===== config.mk =====
export PLATFORM = sky130hd
export DESIGN_NAME = lsu_mem_stage
export DESIGN_NICKNAME = d
export VERILOG_FILES = /design/src/rtl/lsu_mem_stage.sv
export SDC_FILE = /design/constraint.sdc
export NUM_CORES = 1
export LEC_CHECK = 0
export ABC_AREA = 0
export CORE_MARGIN = 1
export CORE_UTILIZATION = 45
export CTS_CLUSTER_DIAMETER = 150
export DETAILED_ROUTE_END_ITERATION = 10
export PLACE_DENSITY = 0.85
export SLEW_MARGIN = 20
export SYNTH_ARGS = -nofsm -noshare
export SYNTH_HDL_FRONTEND = slang
export SYNTH_SLANG_ARGS = --single-unit

===== constraint.sdc =====
create_clock -name clk -period 2.74 [get_ports clk]
set_input_delay 0.548 -clock clk [delete_from_list [all_inputs] [get_ports clk]]
set_output_delay 0.548 -clock clk [all_outputs]
set_load 0.02 [all_outputs]

===== src/rtl/lsu_mem_stage.sv =====
// lsu_mem_stage: registered load/store stage driving a handshaked 32-bit word bus.
// Optional macro LSU_MISALIGN_TRAP_EN: faulting accesses skip the bus and raise err.
module lsu_mem_stage #(
  parameter int ADDR_W = 32,
  parameter int DATA_W = 32
) (
  input  logic              clk,
  input  logic              reset,
  input  logic              req_valid,
  input  logic              req_we,
  input  logic [2:0]        funct3,
  input  logic [ADDR_W-1:0] addr,
  input  logic [DATA_W-1:0] wdata,
  output logic              stall,
  output logic [DATA_W-1:0] rdata,
  output logic              done,
  output logic              err,
  output logic              mem_req,
  output logic              mem_we,
  output logic [ADDR_W-1:0] mem_addr,
  output logic [DATA_W-1:0] mem_wdata,
  output logic [3:0]        mem_wstrb,
  input  logic              mem_gnt,
  input  logic              mem_rvalid,
  input  logic [DATA_W-1:0] mem_rdata
);
  typedef enum logic [1:0] {IDLE, REQ, WAIT, DONE} state_t;

  state_t            state_q, state_d;
  logic              mem_req_q, mem_req_d, mem_we_q, mem_we_d;
  logic              done_q, done_d, err_q, err_d;
  logic [ADDR_W-1:0] mem_addr_q, mem_addr_d;
  logic [DATA_W-1:0] mem_wdata_q, mem_wdata_d, rdata_q, rdata_d;
  logic [3:0]        mem_wstrb_q, mem_wstrb_d;
  logic              byte_q, byte_d, half_q, half_d, uns_q, uns_d;
  logic [1:0]        off_q, off_d;

  logic              illegal, is_byte, is_half;
  logic [1:0]        off;
  logic [3:0]        strb;
  logic [DATA_W-1:0] lane_wdata, lane_rdata, ext_rdata;
`ifdef LSU_MISALIGN_TRAP_EN
  logic              fault;
`endif

  // Illegal encodings fall back to full-word accesses; low address bits that
  // the effective size does not use are dropped.
  always_comb begin
    illegal = (funct3 == 3'b011) || (funct3[2:1] == 2'b11) || (req_we && funct3[2]);
    is_byte = !illegal && (funct3[1:0] == 2'b00);
    is_half = !illegal && (funct3[1:0] == 2'b01);
    off     = is_byte ? addr[1:0] : (is_half ? {addr[1], 1'b0} : 2'b00);
    if (is_byte) begin
      strb       = 4'b0001 << off;
      lane_wdata = {4{wdata[7:0]}};
    end else if (is_half) begin
      strb       = 4'b0011 << off;
      lane_wdata = {2{wdata[15:0]}};
    end else begin
      strb       = 4'b1111;
      lane_wdata = wdata;
    end
`ifdef LSU_MISALIGN_TRAP_EN
    fault = illegal || (is_half && addr[0]) ||
            (!illegal && !is_byte && !is_half && (addr[1:0] != 2'b00));
`endif
  end

  always_comb begin
    lane_rdata = mem_rdata >> {off_q, 3'b000};
    if (byte_q)
      ext_rdata = uns_q ? {24'b0, lane_rdata[7:0]} : {{24{lane_rdata[7]}}, lane_rdata[7:0]};
    else if (half_q)
      ext_rdata = uns_q ? {16'b0, lane_rdata[15:0]} : {{16{lane_rdata[15]}}, lane_rdata[15:0]};
    else
      ext_rdata = mem_rdata;
  end

  always_comb begin
    state_d     = state_q;
    mem_req_d   = mem_req_q;
    mem_we_d    = mem_we_q;
    mem_addr_d  = mem_addr_q;
    mem_wdata_d = mem_wdata_q;
    mem_wstrb_d = mem_wstrb_q;
    rdata_d     = rdata_q;
    byte_d      = byte_q;
    half_d      = half_q;
    uns_d       = uns_q;
    off_d       = off_q;
    done_d      = 1'b0;
    err_d       = 1'b0;
    case (state_q)
      IDLE: begin
        if (req_valid) begin
          mem_req_d   = 1'b1;
          mem_we_d    = req_we;
          mem_addr_d  = {addr[ADDR_W-1:2], 2'b00};
          mem_wdata_d = req_we ? lane_wdata : '0;
          mem_wstrb_d = req_we ? strb : 4'b0000;
          byte_d      = is_byte;
          half_d      = is_half;
          uns_d       = funct3[2];
          off_d       = off;
          state_d     = REQ;
`ifdef LSU_MISALIGN_TRAP_EN
          if (fault) begin
            mem_req_d = 1'b0;
            done_d    = 1'b1;
            err_d     = 1'b1;
            rdata_d   = '0;
            state_d   = DONE;
          end
`endif
        end
      end
      REQ: begin
        if (mem_gnt) begin
          mem_req_d = 1'b0;
          if (mem_we_q) begin
            done_d  = 1'b1;
            state_d = DONE;
          end else begin
            state_d = WAIT;
          end
        end
      end
      WAIT: begin
        if (mem_rvalid) begin
          rdata_d = ext_rdata;
          done_d  = 1'b1;
          state_d = DONE;
        end
      end
      default: state_d = IDLE;
    endcase
  end

  always_ff @(posedge clk) begin
    if (reset) begin
      state_q     <= IDLE;
      mem_req_q   <= 1'b0;
      mem_we_q    <= 1'b0;
      mem_addr_q  <= '0;
      mem_wdata_q <= '0;
      mem_wstrb_q <= '0;
      rdata_q     <= '0;
      done_q      <= 1'b0;
      err_q       <= 1'b0;
      byte_q      <= 1'b0;
      half_q      <= 1'b0;
      uns_q       <= 1'b0;
      off_q       <= '0;
    end else begin
      state_q     <= state_d;
      mem_req_q   <= mem_req_d;
      mem_we_q    <= mem_we_d;
      mem_addr_q  <= mem_addr_d;
      mem_wdata_q <= mem_wdata_d;
      mem_wstrb_q <= mem_wstrb_d;
      rdata_q     <= rdata_d;
      done_q      <= done_d;
      err_q       <= err_d;
      byte_q      <= byte_d;
      half_q      <= half_d;
      uns_q       <= uns_d;
      off_q       <= off_d;
    end
  end

  assign stall     = !reset && ((state_q == IDLE && req_valid) || state_q == REQ || state_q == WAIT);
  assign mem_req   = mem_req_q;
  assign mem_we    = mem_we_q;
  assign mem_addr  = mem_addr_q;
  assign mem_wdata = mem_wdata_q;
  assign mem_wstrb = mem_wstrb_q;
  assign rdata     = rdata_q;
  assign done      = done_q;
  assign err       = err_q;
endmodule


==> results of run 1 <==
-- layout make-up --
cell class                 instances  area, sq um
fill                             836         3211
multi-input combinational        420         2406
timing repair buffer             225         2200
sequential                       108         2162
tap                              136        170.2
clock buffer                       9        123.9
inverter                          23        86.33
clock inverter                     7        57.56
-- worst max path at each step --
stage / end / slack [ns]
after floorplan: stall / 0.69
after global placement: stall / 0.35
after detailed placement: mem_wdata[27]$_SDFFE_PP0P_ / 0.29
after CTS: stall / 0.24
after global routing: stall / 0.13
final: stall / 0.25
-- synthesized netlist by cell type (all sizes together) --
| master | instances |
|---|---|
| nand2 | 111 |
| dfxtp | 108 |
| a21oi | 76 |
| nor2 | 54 |
| o21ai | 36 |
| clkbuf | 30 |
| a211oi | 27 |
| inv | 23 |
| buf | 20 |
| mux2i | 20 |
| mux2 | 15 |
| nand3 | 12 |
| a22oi | 9 |
| nor3 | 8 |
| a221oi | 7 |
| a22o | 7 |
| o221ai | 7 |
| ha | 5 |
| nand2b | 4 |
| and2 | 3 |
| nor2b | 2 |
| o22ai | 2 |
| a2111oi | 1 |
| a21o | 1 |
| a222oi | 1 |
| a2bb2oi | 1 |
| a31oi | 1 |
| and3 | 1 |
| conb | 1 |
| nand3b | 1 |
| nor3b | 1 |
| nor4b | 1 |
| o31ai | 1 |
| or2 | 1 |
| or2b | 1 |
-- where the power goes --
| group | internal, W | switching [W] | leakage [nW] |
|---|---|---|---|
| logic | 0.000885 | 0.00111 | 1.65 |
| clock network | 0.000346 | 0.000580 | 0.0934 |
| registers | 0.00183 | 0.000160 | 0.880 |
-- cell usage in the layout (no fill, tap or decap), types with 5 or more instances in the layout --
cell / n
clkdlybuf4s50_1: 205
nand2_1: 110
dfxtp_1: 108
a21oi_1: 75
nor2_1: 53
o21ai_0: 35
a211oi_1: 25
inv_1: 23
mux2i_1: 20
buf_4: 19
mux2_2: 15
nand3_1: 12
a22oi_1: 9
clkbuf_8: 9
nor3_1: 8
o221ai_1: 7
a22o_1: 7
a221oi_1: 6
ha_1: 5
-- critical path: stages, from the launching register on --
cell,delay [ns]
dfxtp_1,0.36
inv_1,0.10
ha_1,0.15
buf_4,0.14
nand2_2,0.06
a21oi_1,0.15
clkdlybuf4s50_1,0.63
-- through the flow --
stage	util (%)	cell area [sq um]	total power [W]
2_1_floorplan	-	4873	0.003112
3_3_place_gp	67.44	7024	0.003941
3_5_place_dp	67.44	7024	0.004010
4_1_cts	69.18	7206	0.004930
5_1_grt	69.18	7206	0.005174
6_report	69.18	7206	0.004911
-- layer usage --
metal / wire length, um / GRT usage, %
met4: 557 / 14.19
met2: 7475 / 45.52
met3: 1117 / 5.150
met5: 0 / 0
met1: 6188 / 33.22
-- state kept, by name (all words and copies together), names as in the netlist --
name	flops
done	1
mem_wstrb	4
state_q	2
uns_q	1
mem_wdata	32
off_q	2
mem_we	1
byte_q	1
mem_req	1
rdata	32
mem_addr	30
half_q	1
-- cells by family (layout without fill, tap and decap cells) --
family | after synthesis | in the layout | synth area share, %
AO/OA/AOI/OAI | 177 | 177 | 23.22
AND/OR/NAND/NOR | 200 | 200 | 16.89
other | 1 | 3 | 0.07707
flip-flops | 108 | 108 | 44.43
adder cells (fa/ha/maj) | 5 | 5 | 1.286
buffers and inverters | 73 | 264 | 6.505
multiplexers | 35 | 35 | 7.585
==> key figures, run 1 <==
Outcome
  • Status: complete, no violations

Setup path
  • Critical Path Source Type: register
  • Reg2reg end: mem_wdata[15]$_SDFFE_PP0P_
  • Critical path peak fanout: 7
  • R2R cell count: 7
  • R2r setup slk: 0.59 ns
  • Critical R2R Launch: state_q[0]$_SDFFE_PP0P_
  • Worst EP required: 2.19 ns
  • Arrival time worst endpoint: 1.94 ns
  • CP Class: reg -> out
  • Setup crit end kind: primary output
  • CP Launch Point: state_q[1]$_SDFFE_PP0P_

Worst hold path
  • Worst Hold Depth: 2
  • HP Class: reg -> reg
  • Hold EP: mem_wdata[6]$_SDFFE_PP0P_
  • Hold Startpoint: mem_wdata[6]$_SDFFE_PP0P_

Global routing
  • First-pass GRT wire length: around 24,000 um
  • Tot GR Track Use: 27.21%
  • Pin count of the biggest net entering global routing: 65
  • Vias in the first global route: 5,000
  • Total congestion overflow: 0
  • Antenna violations before repair: 0

Final layout
  • # diodes: 0
  • Layout Cells excl Fill: about 930
  • Area Overhead vs Synth: 48.08%
  • Fin nets: 897
  • Share of layout cells above drive strength 1: 7.702%

Place
  • Buffers added on ports: 206
  • Post-Place Worst Slack: 0.2930 ns
  • Inst Count DP: 912
  • Post-DP HPWL: 11,300 um
  • RePlAce Congestion: a little under 0.9

Clocking
  • Postcts setup bufs: 0
  • Clock Latency Late Sink: around 0.36 ns
  • Post-cts gate resize count: 0
  • CTS Root Cell: clkbuf_8
  • Max clock buf depth: 2
  • TritonCTS buffer count: 9
  • TritonCTS clock tree: built
  • Hold buffers post-CTS: 0
  • Clk sinks: about 110
  • Reg clk slew, reported paths: 0.10 ns
  • H-tree levels: 3

Floorplan
  • Placeable Area: 0.01042 sq mm
  • Initial Util: 46.71%
  • Die H: 106.0 um
  • FP Rows: 37
  • IO Pins: 210
  • Full die area: 0.01123 sq mm
  • Die X: 106.0 um

Routing
  • First drt pass iteration count: 7
  • DR WL/cell: 16.53 um
  • Starting DRT DRC Count: 273
  • Detail Route Antenna Nets: 0
  • DRC: 0
  • Total number of vias: 5,123
  • Vias per inst: approximately 5.5
  • Post-Route WL: between 15,000 and 20,000 um

STA
  • Worst Tran Pin Value: 1.102 ns
  • Crit path time final: 2.492 ns
  • RSZ-0062 raised after global routing: false
  • Total Neg Setup Slack: 0 ns
  • Fmax: 0.4013 GHz
  • Clk_skew: ~0.012 ns
  • Final hold viol count: 0
  • Fin crit share: 90.95%
  • Max-slew violations: 0
  • Relative slew margins: 26.26%
  • Setup WS post-layout: 0.2480 ns
  • Final setup viols: 0
  • Worst hold slack: 0.4577 ns

Yosys
  • Synthesized instance count: 599
  • Synthesized area per cell: 8.123 sq um
  • Yosys top cell area share: 44.43%
  • Area contributors post-synth: dfxtp_1, nand2_1, a21oi_1
  • Synthesis-stage register bit count: 108
  • Count of cell types in the netlist: 43
  • Seq/Total Area, Yosys: between 40% and 50%
  • Post-synthesis instance area: about 0.0049 sq mm
  • Yosys warns: 0
  • Largest area contributor in the netlist: dfxtp_1

Power
  • Pwr dens: roughly 680 mW/mm^2
  • P_leak: between 2 and 3 nW
  • Maximum VDD drop: 0.7415 mV

Run
  • Total of max-cap violations: 0
Note: power is estimated with default switching activity, not from simulation.
==> inputs of run 2 (changes only) <==
--- a/config.mk
+++ b/config.mk
@@ -6,11 +6,12 @@
 export NUM_CORES = 1
 export LEC_CHECK = 0
 export ABC_AREA = 0
+export CAP_MARGIN = 25
 export CORE_MARGIN = 1
-export CORE_UTILIZATION = 45
+export CORE_UTILIZATION = 46
 export CTS_CLUSTER_DIAMETER = 150
 export DETAILED_ROUTE_END_ITERATION = 10
-export PLACE_DENSITY = 0.85
+export PLACE_DENSITY = 0.86
 export SLEW_MARGIN = 20
 export SYNTH_ARGS = -nofsm -noshare
 export SYNTH_HDL_FRONTEND = slang
==> key figures, run 2 (same netlist as run 1, synthesis figures left out) <==
STA
  • Max-slew violations: 0
  • RSZ-0062 raised after global routing: false
  • Relative slew margins: 55.29%
  • Final hold viol count: 0
  • Crit path time final: 2.560 ns
  • Final setup viols: 0
  • Clk_skew: roughly 0.0081 ns
  • Fmax: 0.3906 GHz
  • Worst Tran Pin Value: ~0.67 ns
  • Fin crit share: between 90 and 100%
  • Total Neg Setup Slack: 0 ns

Floorplan
  • Die H: 104.9 um
  • Placeable Area: approximately 0.010 sq mm
  • Die X: 104.9 um
  • FP Rows: 37
  • Full die area: about 0.011 sq mm
  • IO Pins: 210
  • Initial Util: 47.35%

Final layout
  • Fin nets: 895
  • Commonest non-fill, non-tap cells in the layout: clkdlybuf4s50_1, nand2_1, dfxtp_1
  • # diodes: 0
  • Most common cell after layout, fill and taps aside: clkdlybuf4s50_1
  • Share of layout cells above drive strength 1: 7.342%
  • Area Overhead vs Synth: 47.65%

Routing
  • Vias per inst: 5.497
  • First drt pass iteration count: 5
  • Detail Route Antenna Nets: 0
  • Total number of vias: between 5,000 and 6,000
  • Post-Route WL: 15,340 um
  • DR WL/cell: between 15 and 20 um
  • Starting DRT DRC Count: around 230
  • DRC: 0

Setup path
  • R2r setup slk: 0.67 ns
  • Setup crit end kind: primary output
  • Worst EP required: 2.19 ns
  • Arrival time worst endpoint: 2.01 ns
  • Critical Path Source Type: register
  • CP Class: reg -> out
  • Critical path peak fanout: 7

Place
  • RePlAce Congestion: a little under 0.9
  • Post-DP HPWL: 11,420 um
  • Buffers added on ports: 206

Power
  • Sw frac: 37.27%
  • Maximum VDD drop: 0.4125 mV
  • Pwr dens: 676.0 mW/mm^2
  • Clock power frac: 18.3%
  • Sw Pwr: 0.001810 W
  • Seq pwr share: between 40% and 50%
  • Combinational share of power: between 40% and 50%
  • P_leak: 2.609 nW
  • Tot Pwr: 0.004856 W
  • Int Power: 0.003046 W

Global routing
  • Antenna violations before repair: 0
  • Tot GR Track Use: between 20 and 30%
  • First-pass GRT wire length: between 20,000 and 25,000 um
  • Pin count of the biggest net entering global routing: 66
  • Vias in the first global route: 5,030
  • Total congestion overflow: 0

Clocking
  • H-tree levels: 3
  • Hold buffers post-CTS: 0
  • Post-cts gate resize count: 0
  • CTS Root Cell: clkbuf_8
  • Reg clk slew, reported paths: 0.10 ns
  • Clk sinks: 108
  • Max clock buf depth: 2
  • TritonCTS buffer count: 9
  • TritonCTS clock tree: built
  • Postcts setup bufs: 0
  • Clock Latency Late Sink: 0.37 ns

Worst hold path
  • HP Class: reg -> reg

Outcome
  • Status: complete, no violations

Run
  • Total of max-cap violations: 0
-- run 2: changes by cell type in the layout (fill, tap and decap cells not counted), sizes merged --
cell,change
inv,-1
buf,-2
clkbuf,+1
-- run 2: path summary, 6_finish.rpt --
kind                        startpoint                         to  depth (start not counted)
max            state_q[1]$_SDFFE_PP0P_                      stall                          5
min          mem_wdata[6]$_SDFFE_PP0P_  mem_wdata[6]$_SDFFE_PP0P_                          2
max reg2reg      off_q[0]$_SDFFE_PP0P_      rdata[6]$_SDFFE_PP0P_                          5
min reg2reg  mem_wdata[6]$_SDFFE_PP0P_  mem_wdata[6]$_SDFFE_PP0P_                          2
-- run 2: through the flow --
step | instance area, sq um | hold slack, ns | cells | util, % | setup slack [ns]
finish | 7184 | 0.4608 | 926 | 69.91 | 0.1799
detailed placement | 7002 | 0.4465 | 909 | 68.13 | 0.3041
CTS | 7177 | 0.4630 | 925 | 69.83 | 0.1725
floorplan | 4873 | 0.4363 | 601 | - | 0.6876
global route | 7184 | 0.4811 | 926 | 69.91 | 0.03567
global placement | 7002 | 0.4380 | 909 | 68.13 | 0.3310
-- run 2: final cells by class --
class	count	area, sq um
clock inverters	6	47.55
well taps	136	170.2
flip-flops and latches	108	2162
clock buffers	10	127.6
inverters	23	86.33
repair buffers	223	2185
fillers	837	3093
multi-input cells	420	2406
-- run 2: worst max-delay path, stage by stage (launching register included) --
cell	delay, ns
dfxtp_1	0.35
inv_1	0.10
ha_1	0.31
nand2_2	0.08
a21oi_1	0.18
clkdlybuf4s50_1	0.63
-- run 2: power groups by stage --
stage | logic (W) | clock network, W | registers (W)
3_5_place_dp | 0.00196 | 0 | 0.00203
4_1_cts | 0.00197 | 0.000904 | 0.00199
2_1_floorplan | 0.000828 | 0 | 0.00228
5_1_grt | 0.00213 | 0.000973 | 0.00202
3_3_place_gp | 0.00192 | 0 | 0.00201
6_report | 0.00197 | 0.000889 | 0.00199
-- run 2: layer usage --
| metal | part of all wire, % | global-route usage [%] | vias to the layer above |
|---|---|---|---|
| li1 | - | - | 2436 |
| met1 | 40 | 32.50 | 2349 |
| met2 | 48 | 47.02 | 259 |
| met3 | 7.5 | 5.802 | 46 |
| met4 | 4.4 | 16.30 | 0 |
| met5 | 0 | 0 | - |
==> inputs of run 3 (changes only) <==
--- a/config.mk
+++ b/config.mk
@@ -7,10 +7,12 @@
 export LEC_CHECK = 0
 export ABC_AREA = 0
 export CAP_MARGIN = 25
-export CORE_MARGIN = 1
+export CORE_ASPECT_RATIO = 0.7
+export CORE_MARGIN = 5
 export CORE_UTILIZATION = 46
 export CTS_CLUSTER_DIAMETER = 150
 export DETAILED_ROUTE_END_ITERATION = 10
+export GPL_TIMING_DRIVEN = 0
 export PLACE_DENSITY = 0.86
 export SLEW_MARGIN = 20
 export SYNTH_ARGS = -nofsm -noshare
==> key figures, run 3 (same netlist as run 1, synthesis figures left out) <==
Clocking
  • TritonCTS clock tree: built
  • H-tree levels: 3
  • TritonCTS buffer count: 9
  • Hold buffers post-CTS: 0
  • CTS Root Cell: clkbuf_16
  • Clk sinks: 108
  • Clock Latency Late Sink: 0.34 ns
  • Post-cts gate resize count: 5
  • Postcts setup bufs: 0
  • Max clock buf depth: 2
  • Reg clk slew, reported paths: ~0.070 ns

Floorplan
  • Placeable Area: 0.01036 sq mm
  • Die X: around 130 um
  • FP Rows: 31
  • Initial Util: 46.99%
  • Die H: around 96 um
  • Full die area: about 0.013 sq mm
  • IO Pins: 210

Final layout
  • Area Overhead vs Synth: 51.68%
  • FF+latch area: ~0.0022 sq mm
  • Area of the multi-input gates: ~0.0024 sq mm
  • Layout fillers: between 700 and 800
  • Commonest non-fill, non-tap cells in the layout: clkdlybuf4s50_1, nand2_1, dfxtp_1
  • Fin nets: 925
  • Most common cell after layout, fill and taps aside: clkdlybuf4s50_1
  • Util after Layout: between 70% and 80%
  • # diodes: 0
  • Share of layout cells above drive strength 1: about 7%

Power
  • Pwr dens: 718.1 mW/mm^2
  • Maximum VDD drop: 0.4203 mV
  • Tot Pwr: between 0.005 and 0.006 W
  • P_leak: around 2.7 nW

Outcome
  • Status: complete, no violations

Setup path
  • Arrival time worst endpoint: 1.94 ns
  • Setup crit end kind: primary output
  • Critical path peak fanout: 20
  • Critical Path Source Type: input pin
  • CP max stage delay: 0.60 ns
  • Worst path bufs/invs: 2
  • CP top delay family: buffers and inverters
  • Crit path cell chain: clkdlybuf4s50_1, nand2_4, a21oi_1, dlygate4sd2_1
  • Worst EP required: ~2.2 ns
  • CP Class: in -> out
  • Slowest cell on crit path: clkdlybuf4s50_1

STA
  • Final hold viol count: 0
  • Total Neg Setup Slack: 0 ns
  • Relative slew margins: 57.21%
  • Max-slew violations: 0
  • Fin crit share: 90.79%
  • Clk_skew: between 0.006 and 0.007 ns
  • Crit path time final: 2.488 ns
  • RSZ-0062 raised after global routing: false
  • Final setup viols: 0
  • Fmax: approximately 0.4 GHz
  • Worst Tran Pin Value: 0.6419 ns

Routing
  • First drt pass iteration count: 5
  • Total number of vias: 5,265
  • Post-Route WL: 17,320 um
  • Detail Route Antenna Nets: 0
  • Vias per inst: roughly 5.5
  • DRC: 0
  • Starting DRT DRC Count: 341
  • DR WL/cell: around 18 um

Global routing
  • Pin count of the biggest net entering global routing: 21
  • Antenna violations before repair: 0
  • Total congestion overflow: 0
  • Vias in the first global route: 5,156
  • First-pass GRT wire length: 27,170 um
  • Tot GR Track Use: 26.80%

Worst hold path
  • HP Class: reg -> reg

Place
  • RePlAce Congestion: roughly 0.95
  • Post-DP HPWL: 13,880 um
  • Buffers added on ports: 206

Run
  • Total of max-cap violations: 0
-- run 3: cell types whose count changed in the layout (fill, tap and decap cells not counted), moves of 2 or more --
cell and delta:
buf_4 -14, buf_6 +2, clkbuf_8 -9, clkbuf_16 +9, clkbuf_1 +26, buf_2 +12
-- run 3: routing by layer --
| metal | part of all wire (%) | GRT usage, % | routed length [um] |
|---|---|---|---|
| met4 | 1.3 | 7.180 | 220 |
| met2 | 46 | 43.29 | 7956 |
| met1 | 43 | 34.28 | 7491 |
| met5 | 0 | 0 | 0 |
| met3 | 9.5 | 9.666 | 1648 |
-- run 3: cell type report --
type	instances	share of cell area (%)
Clock inverter	7	0.7628
Inverter	23	1.170
Timing Repair Buffer	206	27.92
Tap cell	132	2.238
Sequential cell	108	29.29
Clock buffer	9	3.051
Buffer	47	3.017
Multi-Input combinational cell	420	32.55
-- run 3: final timing paths --
kind	start	to	slack, ns	cells past startpoint
max	req_valid	stall	0.25	4
min	mem_wdata[25]$_SDFFE_PP0P_	mem_wdata[25]$_SDFFE_PP0P_	0.45	2
max reg2reg	state_q[0]$_SDFFE_PP0P_	mem_wstrb[2]$_SDFFE_PP0P_	0.50	8
min reg2reg	mem_wdata[25]$_SDFFE_PP0P_	mem_wdata[25]$_SDFFE_PP0P_	0.45	2
-- run 3: worst register-to-register path, stage by stage, from the launching register on --
cell      delay (ns)
dfxtp_1         0.38
inv_1           0.08
ha_1            0.30
and2_1          0.18
clkbuf_1        0.25
nor2_1          0.44
buf_2           0.34
nand2_1         0.10
o21ai_0         0.08
-- run 3: metrics by stage --
step	std cells	area, sq um	worst slack, ns	hold slack (ns)
2_1_floorplan	601	4873	0.6876	0.4363
3_3_place_gp	939	7101	-0.5972	0.4374
3_5_place_dp	939	7101	-0.6370	0.4434
4_1_cts	953	7381	0.07062	0.4565
5_1_grt	952	7381	0.1344	0.4803
6_report	952	7381	0.2523	0.4531
-- run 3: power by group --
part / switching (W) / total (W) / internal (W)
registers: 0.000150 / 0.00198 / 0.00183
logic: 0.00119 / 0.00208 / 0.000888
clock network: 0.000609 / 0.00124 / 0.000632
total: 0.00195 / 0.00530 / 0.00335
